===== config.mk =====
export PLATFORM = sky130hd
export DESIGN_NAME = fwd_a_unit
export DESIGN_NICKNAME = d
export VERILOG_FILES = /design/src/rtl/fwd_a_unit.sv
export SDC_FILE = /design/constraint.sdc
export NUM_CORES = 1
export LEC_CHECK = 0
export ABC_AREA = 0
export BUFFER_PORTS_ARGS = -buffer_cell sky130_fd_sc_hd__buf_2
export CORE_AREA = 2 2 115 117
export CTS_CLUSTER_SIZE = 40
export DETAILED_ROUTE_END_ITERATION = 16
export DIE_AREA = 0 0 117 119
export PLACE_DENSITY = 0.63
export SLEW_MARGIN = 40
export SYNTH_ARGS = -nofsm -noshare
export SYNTH_HDL_FRONTEND = slang
export SYNTH_SLANG_ARGS = --single-unit

===== constraint.sdc =====
create_clock -name clk -period 1.96 [get_ports clk]
set_input_delay 0.098 -clock clk [delete_from_list [all_inputs] [get_ports clk]]
set_output_delay 0.098 -clock clk [all_outputs]
set_load 0.02 [all_outputs]

===== src/rtl/fwd_a_unit.sv =====
// Decode-stage operand-A forwarding: picks the freshest srcA value from E/M/W
// results or the register file, and latches it into the D/E slot for valA.
module fwd_a_unit #(
  parameter int         W     = 32,
  parameter logic [4:0] RNONE = 5'b11111
) (
  input  logic         clk,
  input  logic         reset,
  input  logic [4:0]   d_srcA,
  input  logic [4:0]   E_dstE,
  input  logic [4:0]   M_dstM,
  input  logic [4:0]   M_dstE,
  input  logic [4:0]   W_dstM,
  input  logic [4:0]   W_dstE,
  input  logic [W-1:0] d_rvalA,
  input  logic [W-1:0] e_valE,
  input  logic [W-1:0] m_valM,
  input  logic [W-1:0] M_valE,
  input  logic [W-1:0] W_valM,
  input  logic [W-1:0] W_valE,
  input  logic         E_stall,
  input  logic         E_bubble,
  output logic [W-1:0] d_valA,
  output logic [2:0]   d_fwdsel,
  output logic [W-1:0] E_valA,
  output logic [4:0]   E_srcA
);

  typedef enum logic [2:0] {
    SEL_RF   = 3'd0,
    SEL_EE   = 3'd1,
    SEL_MM   = 3'd2,
    SEL_ME   = 3'd3,
    SEL_WM   = 3'd4,
    SEL_WE   = 3'd5
  } fwd_sel_e;

  fwd_sel_e       sel;
  logic           no_fwd;
  logic [W-1:0]   e_vala_d, e_vala_q;
  logic [4:0]     e_srca_d, e_srca_q;

  // $0 and RNONE short-circuit before any dst compare, so X on dst inputs
  // cannot leak into the selection when nothing should be forwarded.
  assign no_fwd = (d_srcA == RNONE) || (d_srcA == 5'd0);

  // Youngest stage wins; within M and W the load result beats the ALU result.
  always_comb begin
    sel = SEL_RF;
    if (no_fwd)                   sel = SEL_RF;
    else if (d_srcA == E_dstE)    sel = SEL_EE;
    else if (d_srcA == M_dstM)    sel = SEL_MM;
    else if (d_srcA == M_dstE)    sel = SEL_ME;
    else if (d_srcA == W_dstM)    sel = SEL_WM;
    else if (d_srcA == W_dstE)    sel = SEL_WE;
  end

  always_comb begin
    d_valA = d_rvalA;
    unique case (sel)
      SEL_EE:  d_valA = e_valE;
      SEL_MM:  d_valA = m_valM;
      SEL_ME:  d_valA = M_valE;
      SEL_WM:  d_valA = W_valM;
      SEL_WE:  d_valA = W_valE;
      default: d_valA = d_rvalA;
    endcase
  end

  assign d_fwdsel = sel;

  // Bubble beats stall; a bubble carries no source register.
  always_comb begin
    e_vala_d = e_vala_q;
    e_srca_d = e_srca_q;
    if (E_bubble) begin
      e_vala_d = '0;
      e_srca_d = RNONE;
    end else if (!E_stall) begin
      e_vala_d = d_valA;
      e_srca_d = d_srcA;
    end
  end

  always_ff @(posedge clk) begin
    if (reset) begin
      e_vala_q <= '0;
      e_srca_q <= RNONE;
    end else begin
      e_vala_q <= e_vala_d;
      e_srca_q <= e_srca_d;
    end
  end

  assign E_valA = e_vala_q;
  assign E_srcA = e_srca_q;

endmodule


# --- Word-level counts from Yosys, hierarchy flattened ---
# Index checks and enable logic that the tools add are counted.
op_classes:
  eq_ne: 11
  mux: 7
  reduce_logical: 3
ops:
  columns: ["cell", "count"]
  rows:
  - ["$pmux 32 s5", 1]
  - ["$eq 5x5->1", 5]
  - ["$mux 3", 6]
  - ["$eq 3x2->1 const B", 2]
  - ["$eq 3x3->1 const B", 2]
  - ["$eq 5x5->1 const B", 1]
  - ["$logic_not 5->1", 1]
  - ["$eq 3x1->1 const B", 1]
  - ["$reduce_or 2->1", 1]
  - ["$logic_or 1x1->1", 1]
word_totals:
  register_bits: 37
  in_bits: 226
  output_inout_bits: 72
  word_cells: 23

# --- Longest topological paths before layout ---
# Gate-level depths: netlist (run 1).
depth:
  depth_word: 9
  mapped_depth: 11

# --- Worst setup path before layout (run 1) ---
# OpenSTA, ideal clock, no wires.
synth_path:
  path_kind: "input port to output port"
  startpoint: "input port d_srcA[0]"
  endpoint: "output port d_valA[1]"
  arrival_ps: 2185
  t_required_ps: 1862
  slack_ps: -323
  stages: 10
  cell_sequence: "buf_4 -> and3_4 -> a31oi_4 -> nand2b_1 -> buf_4 -> or4_1 -> buf_4 -> buf_8 -> mux2i_1 -> o21ai_0"
synth_between:
  elab_chain_cells: 9
synth_rtl:
  columns: ["element", "line_no", "rtl"]
  rows:
  - ["from (decl)", "9", "input logic [4:0] d_srcA,"]
  - ["$eq 5x5->1", "55", "else if (d_srcA == W_dstE) sel = SEL_WE;"]
  - ["$mux 3", "55", null]
  - ["$mux 3", "54", "else if (d_srcA == W_dstM) sel = SEL_WM;"]
  - ["$mux 3", "53", "else if (d_srcA == M_dstE) sel = SEL_ME;"]
  - ["$mux 3", "52", "else if (d_srcA == M_dstM) sel = SEL_MM;"]
  - ["$mux 3", "51", "else if (d_srcA == E_dstE) sel = SEL_EE;"]
  - ["$mux 3 *", "50", "if (no_fwd) sel = SEL_RF;"]
  - ["$eq 3x3->1, or another cell as far along", "60", "unique case (sel)"]
  - ["$pmux 32 s5 *", "60", null]
  - ["to (decl)", "23", "output logic [W-1:0] d_valA,"]
# Mark *: on every way between the ends. The rest lies on a longest branch, timed or not.

# --- Worst setup path in the final report (run 1) ---
layout_path:
  startpoint: "input port d_srcA[1]"
  endpoint: "output port d_valA[8]"
# The elaborated chain is that of the path after synthesis.

==> results.toml, run 1 <==
[setup_path]
critPathLaunchType = "input pin"
r2r-start = "E_srcA[4]"
reg2reg_to = "E_srcA[4]"
rr_worst_depth = 2
r2r_slack_ns = 1.29
critPathMaxFanout = 8
cp.arrival_ns = 2.11
setup.worst_path.end_class = "primary output"
crit_type = "input pin to primary output"
cp.required_ns = 1.86

[synth]
syn_area_um2 = 3180
netlist_instances = 377
synth_top_area_share_pct = 23.3
ys_top_cells_by_count = "38 x nand2_1, 37 x dfxtp_1, 37 x mux2i_1"
synthArstFlopShare_pct = 0
synth_fp_nets = 603
synth-edff-count = 0
avgSynthCellArea_um2 = 8.45
synth-main-ff-cell = "dfxtp_1"
synth.distinct_cells = 35
yosys.area.top_type = "dfxtp_1"
ys_ff_latch = 37
synth_warnings = 0
yosysSeqAreaShare_pct = 23.3
synthTopCellsByArea = "dfxtp_1 23%, mux2i_1 12%, a221oi_1 8.8%"
synth_most_common_cell = "nand2_1"

[global_routing]
antenna_found_initial = 0
grt_first_pass_wirelength_um = 22400
grt_pass1_vias = 4559
grt_max_degree = 33
overflow = 0
grt_use_total_pct = 20.5

[clocking]
cts_root_buffer = "clkbuf_16"
cts_tree = "done"
clockBufferDepth = 2
cts_made_buffers = 5
clock-sinks = 37
clkSlewWorstSetupHoldPaths_ns = 0.06
cts_max_level = 2
clock_latency_ns = 0.28
holdBufCountCts = 0

[detailed_routing]
vias = 4458
via_per_inst = 5.23
ant_nets = 0
wl_per_cell_um = 18.1
drt_pre_antenna_iters = 4
drc = 0
totalWireLength_um = 15500
drt-initial-drc-count = 201

[sta]
rsz0062_at_grt = "true"
timing.fmax_mhz = 454
fin_crit_sh_pct = 112
hold_slack_ns = 0.0875
drv_slew = 0
post-route-worst-setup-slack_ns = -0.243
fin_crit_ns = 2.20
skew_ns = 0
setup_viol = 32
hold_violations = 0
worst_pin_slew_ns = 0.425
setup_tns_ns = -5.81
slew-limit-headroom_pct = 71.7

[final_layout]
antennaDiodeCount = 0
fin_area_um2 = 6070
drive_gt1_share_pct = 65.6
fin_nets = 903
areaGrowthSynthToFinish_pct = 90.5

[power_and_ir_drop]
sw_frac_of_total_pct = 34.9
pwr-share-clk_pct = 25.0
pwr-share-comb_pct = 49.6
powerDensity_nw_per_um2 = 525
power_mw = 3.18
power_leakage_nw = 2.89
ir_worst_vdd_mv = 0.260
seqPwrFrac_pct = 25.4
p_int_mw = 2.07
p_sw_mw = 1.11

[place]
post_dp_cell_area_um2 = 5200
port-buffer-count = 297
gp_congestion = 0.846
place_ws_ns = -0.295
hpwlAfterDp_um = 11600

[hold_path]
holdPathStages = 3
hold_start = "reset"
hold_path.class = "input pin to register"
hold_end = "E_srcA[3]"

[die]
initial_core_util_pct = 24.7
die_y_um = 119
placeableCoreArea_um2 = 12900
die_w_um = 117
dieArea_um2 = 13900
rows = 42
io_pins = 298

[status]
violations = "setup timing"
status = "finished with violations"

[run]
drv_cap = 0
per-stage QoR:
stage               instances  util (%)
CTS                       848      44.2
global route              853      47.1
global placement          838      40.4
detailed placement        838      40.4
finish                    853      47.1
floorplan                 377         -
worst max-delay path, stage by stage:
cell,delay (ns)
buf_12,0.12
buf_6,0.11
and3_4,0.17
a31oi_4,0.16
nand2b_4,0.08
or4_4,0.61
clkbuf_16,0.24
mux2i_2,0.25
o21ai_2,0.09
buf_4,0.17
layer usage:
layer  wire [µm]  up-vias  GRT usage (%)
li1            -     2088              -
met5           0        -              0
met3        1040       20           3.05
met1        6000     2125           23.7
met4         287        0           7.21
met2        8130      225           37.7
power groups by stage:
| stage | Sequential (mW) | Combinational [mW] | Clock, mW |
|---|---|---|---|
| 2_1_floorplan | 0.865 | 0.724 | 0 |
| 3_3_place_gp | 0.822 | 1.26 | 0 |
| 3_5_place_dp | 0.822 | 1.28 | 0 |
| 4_1_cts | 0.807 | 1.43 | 0.839 |
| 5_1_grt | 0.810 | 1.67 | 0.861 |
| 6_report | 0.807 | 1.58 | 0.796 |
cell families (layout without fill, tap and decap cells):
kind of cell	count (synthesis)	after routing	synth area share, %
flops	37	37	23.3
simple gates	98	98	16.1
xor+xnor	25	25	6.88
mux	37	37	11.6
compound gates	133	133	33.2
buf+inv	47	347	8.96
worst max-delay path by stage:
stage	from	endpoint
after floorplan	d_srcA[1]	E_valA[0]
after global placement	d_srcA[4]	d_valA[21]
after detailed placement	d_srcA[1]	d_valA[21]
after CTS	d_srcA[1]	d_valA[29]
after global routing	d_srcA[1]	d_valA[8]
final	d_srcA[1]	d_valA[8]
state kept, by name, summed over array words and instances (netlist names):
signal	cells
E_srcA	5
E_valA	32
layout by cell type, fill, tap and decap left out, drive strengths merged, types with 2 or more instances in the layout:
master   instances
nor3             5
and3            34
mux2i           37
nand3            5
o221ai          32
or2              2
dfxtp           37
o21ai           34
a2bb2oi         32
or4              3
xnor2           16
buf            337
clkbuf           9
a221oi          32
xor2             9
nand2           38
nor2             7
final cells by class:
type                    instances  area [µm²]
well taps                     176         220
inverters                       1        3.75
fillers                      1256        6810
multi-input cells             293        2800
repair buffers                339        2150
flip-flops and latches         37         741
clock buffers                   7         143
repair_timing:
| action | CTS | global route |
|---|---|---|
| setup buffers | 1 | 3 |
| gates cloned | 2 | 2 |
| endpoints found under the setup margin | 32 | 32 |
| resized for setup | 64 | 53 |
| pin swaps | 5 | 10 |
Power figures use the tool's default switching activity.
==> run 2: changes to the inputs <==
--- a/config.mk
+++ b/config.mk
@@ -12,6 +12,8 @@
 export DETAILED_ROUTE_END_ITERATION = 16
 export DIE_AREA = 0 0 117 119
 export PLACE_DENSITY = 0.63
+export RECOVER_POWER = 50
+export SETUP_SLACK_MARGIN = 0.4
 export SLEW_MARGIN = 40
 export SYNTH_ARGS = -nofsm -noshare
 export SYNTH_HDL_FRONTEND = slang
==> results.toml, run 2 (synthesized netlist as in run 1, its figures left out) <==
[status]
status = "finished with violations"
violations = "setup timing"

[detailed_routing]
ant_nets = 0
drt-initial-drc-count = 163
wl_per_cell_um = 19.0
totalWireLength_um = 16200
drc = 0
vias = 4457
via_per_inst = 5.23
drt_pre_antenna_iters = 4

[power_and_ir_drop]
ir_worst_vdd_mv = 0.320
pwr-share-clk_pct = 24.0
power_leakage_nw = 2.86
p_int_mw = 2.07
powerDensity_nw_per_um2 = 514
sw_frac_of_total_pct = 36.1
pwr-share-comb_pct = 51.1
seqPwrFrac_pct = 24.9
p_sw_mw = 1.17

[clocking]
cts_tree = "done"
clkSlewWorstSetupHoldPaths_ns = 0.05
clock-sinks = 37
clockBufferDepth = 2
cts_max_level = 2
clock_latency_ns = 0.27
cts_made_buffers = 5
holdBufCountCts = 0
cts_root_buffer = "clkbuf_16"

[die]
io_pins = 298
placeableCoreArea_um2 = 12900
die_w_um = 117
initial_core_util_pct = 24.7
dieArea_um2 = 13900
rows = 42
die_y_um = 119

[global_routing]
grt_first_pass_wirelength_um = 22900
grt_max_degree = 33
overflow = 0
grt_use_total_pct = 21.2
grt.met2_usage_pct = 40.1
grtUsageMet3_pct = 2.85
grt_pass1_vias = 4482
use_met1_pct = 24.3
antenna_found_initial = 0
top_usage_layer = "met2"

[sta]
hold_violations = 0
post-route-worst-setup-slack_ns = -0.149
skew_ns = 0
setup_viol = 32
rsz0062_at_grt = "true"
fin_crit_ns = 2.11
timing.fmax_mhz = 474
slew-limit-headroom_pct = 70.0
hold_slack_ns = 0.0902
drv_slew = 0
fin_crit_sh_pct = 108
worst_pin_slew_ns = 0.450

[setup_path]
cp.required_ns = 1.86
critPathMaxFanout = 8
cpLargestDelayFamily = "buffers and inverters"
setup.worst_path.end_class = "primary output"
cp.arrival_ns = 2.01
cp_cell_sequence = "buf_6, buf_4, nor2_4, a31oi_4, nand2b_4, or4_4, buf_12, buf_16, mux2i_4, o21ai_2, buf_6"
critPathLaunchType = "input pin"
slowest_delay_ns = 0.55
critPathBufInv = 5
crit_path_top_delay_cell = "or4_4"
cp_common_cell = "buf_6"
crit_type = "input pin to primary output"

[hold_path]
hold_path.class = "input pin to register"

[place]
hpwlAfterDp_um = 11500
gp_congestion = 0.843
port-buffer-count = 297
post_dp_cell_area_um2 = 5230

[final_layout]
final_common_cell = "buf_2"
largest_reg_flops = 32
multi_input_area_um2 = 3030
drive_gt1_share_pct = 69.4
antennaDiodeCount = 0
final_util_pct = 49.0
fillers = 1174
regArea_um2 = 741
fin_area_um2 = 6310
layout_common_cells = "246 x buf_2, 38 x nand2_1, 37 x dfxtp_1"
fin_nets = 901
areaGrowthSynthToFinish_pct = 98.2

[run]
drv_cap = 0
run 2: cell types whose count changed in the layout (fill, tap and decap cells not counted), sizes merged:
cell	previous run	this run
clkbuf	9	28
clkinv	0	2
buf	337	315
run 2: routing by layer:
metal / vias to the layer above / wire (µm)
li1: 2081 / -
met1: 2147 / 6480
met2: 205 / 8480
met3: 24 / 923
met4: 0 / 323
met5: - / 0
run 2: power by group through the flow:
| stage | Combinational, mW | Clock [mW] | Sequential [mW] |
|---|---|---|---|
| 2_1_floorplan | 0.727 | 0 | 0.865 |
| 3_3_place_gp | 1.27 | 0 | 0.821 |
| 3_5_place_dp | 1.29 | 0 | 0.823 |
| 4_1_cts | 1.57 | 0.810 | 0.806 |
| 5_1_grt | 1.75 | 0.847 | 0.811 |
| 6_report | 1.66 | 0.779 | 0.807 |
run 2: stage by stage:
| step | std cells | TNS [ns] | total power [mW] | setup slack [ns] |
|---|---|---|---|---|
| after floorplan | 377 | -2.30 | 1.59 | -0.0768 |
| after global placement | 835 | -9.22 | 2.09 | -0.195 |
| after detailed placement | 835 | -13.05 | 2.11 | -0.249 |
| after CTS | 850 | -3.34 | 3.19 | -0.140 |
| after global routing | 852 | -6.10 | 3.40 | -0.226 |
| final | 852 | -3.14 | 3.24 | -0.149 |
run 2: worst paths after layout:
| path | end | from | depth (start not counted) | slack [ns] |
|---|---|---|---|---|
| setup / recovery | d_valA[26] | d_srcA[3] | 11 | -0.15 |
| hold / removal | E_srcA[0] | reset | 3 | 0.09 |
| setup reg to reg | E_valA[10] | E_valA[10] | 2 | 1.32 |
| hold reg to reg | E_valA[12] | E_valA[12] | 2 | 0.46 |
run 2: area by class of cell:
cell class	instances	area share [%]
Sequential cell	37	11.7
Clock inverter	2	0.159
Clock buffer	6	2.04
Tap cell	176	3.49
Multi-Input combinational cell	293	48.0
Inverter	1	0.0991
Timing Repair Buffer	337	34.5
run 2: repair_timing:
action	in CTS	in global routing
cloned	2	2
pin swaps	16	8
setup endpoints to repair	67	67
gates resized for setup	124	38
setup buffers	5	0
run 2: worst min-delay path, stage by stage:
cell,delay (ns)
buf_2,0.09
nor2_1,0.09
nand2_1,0.06
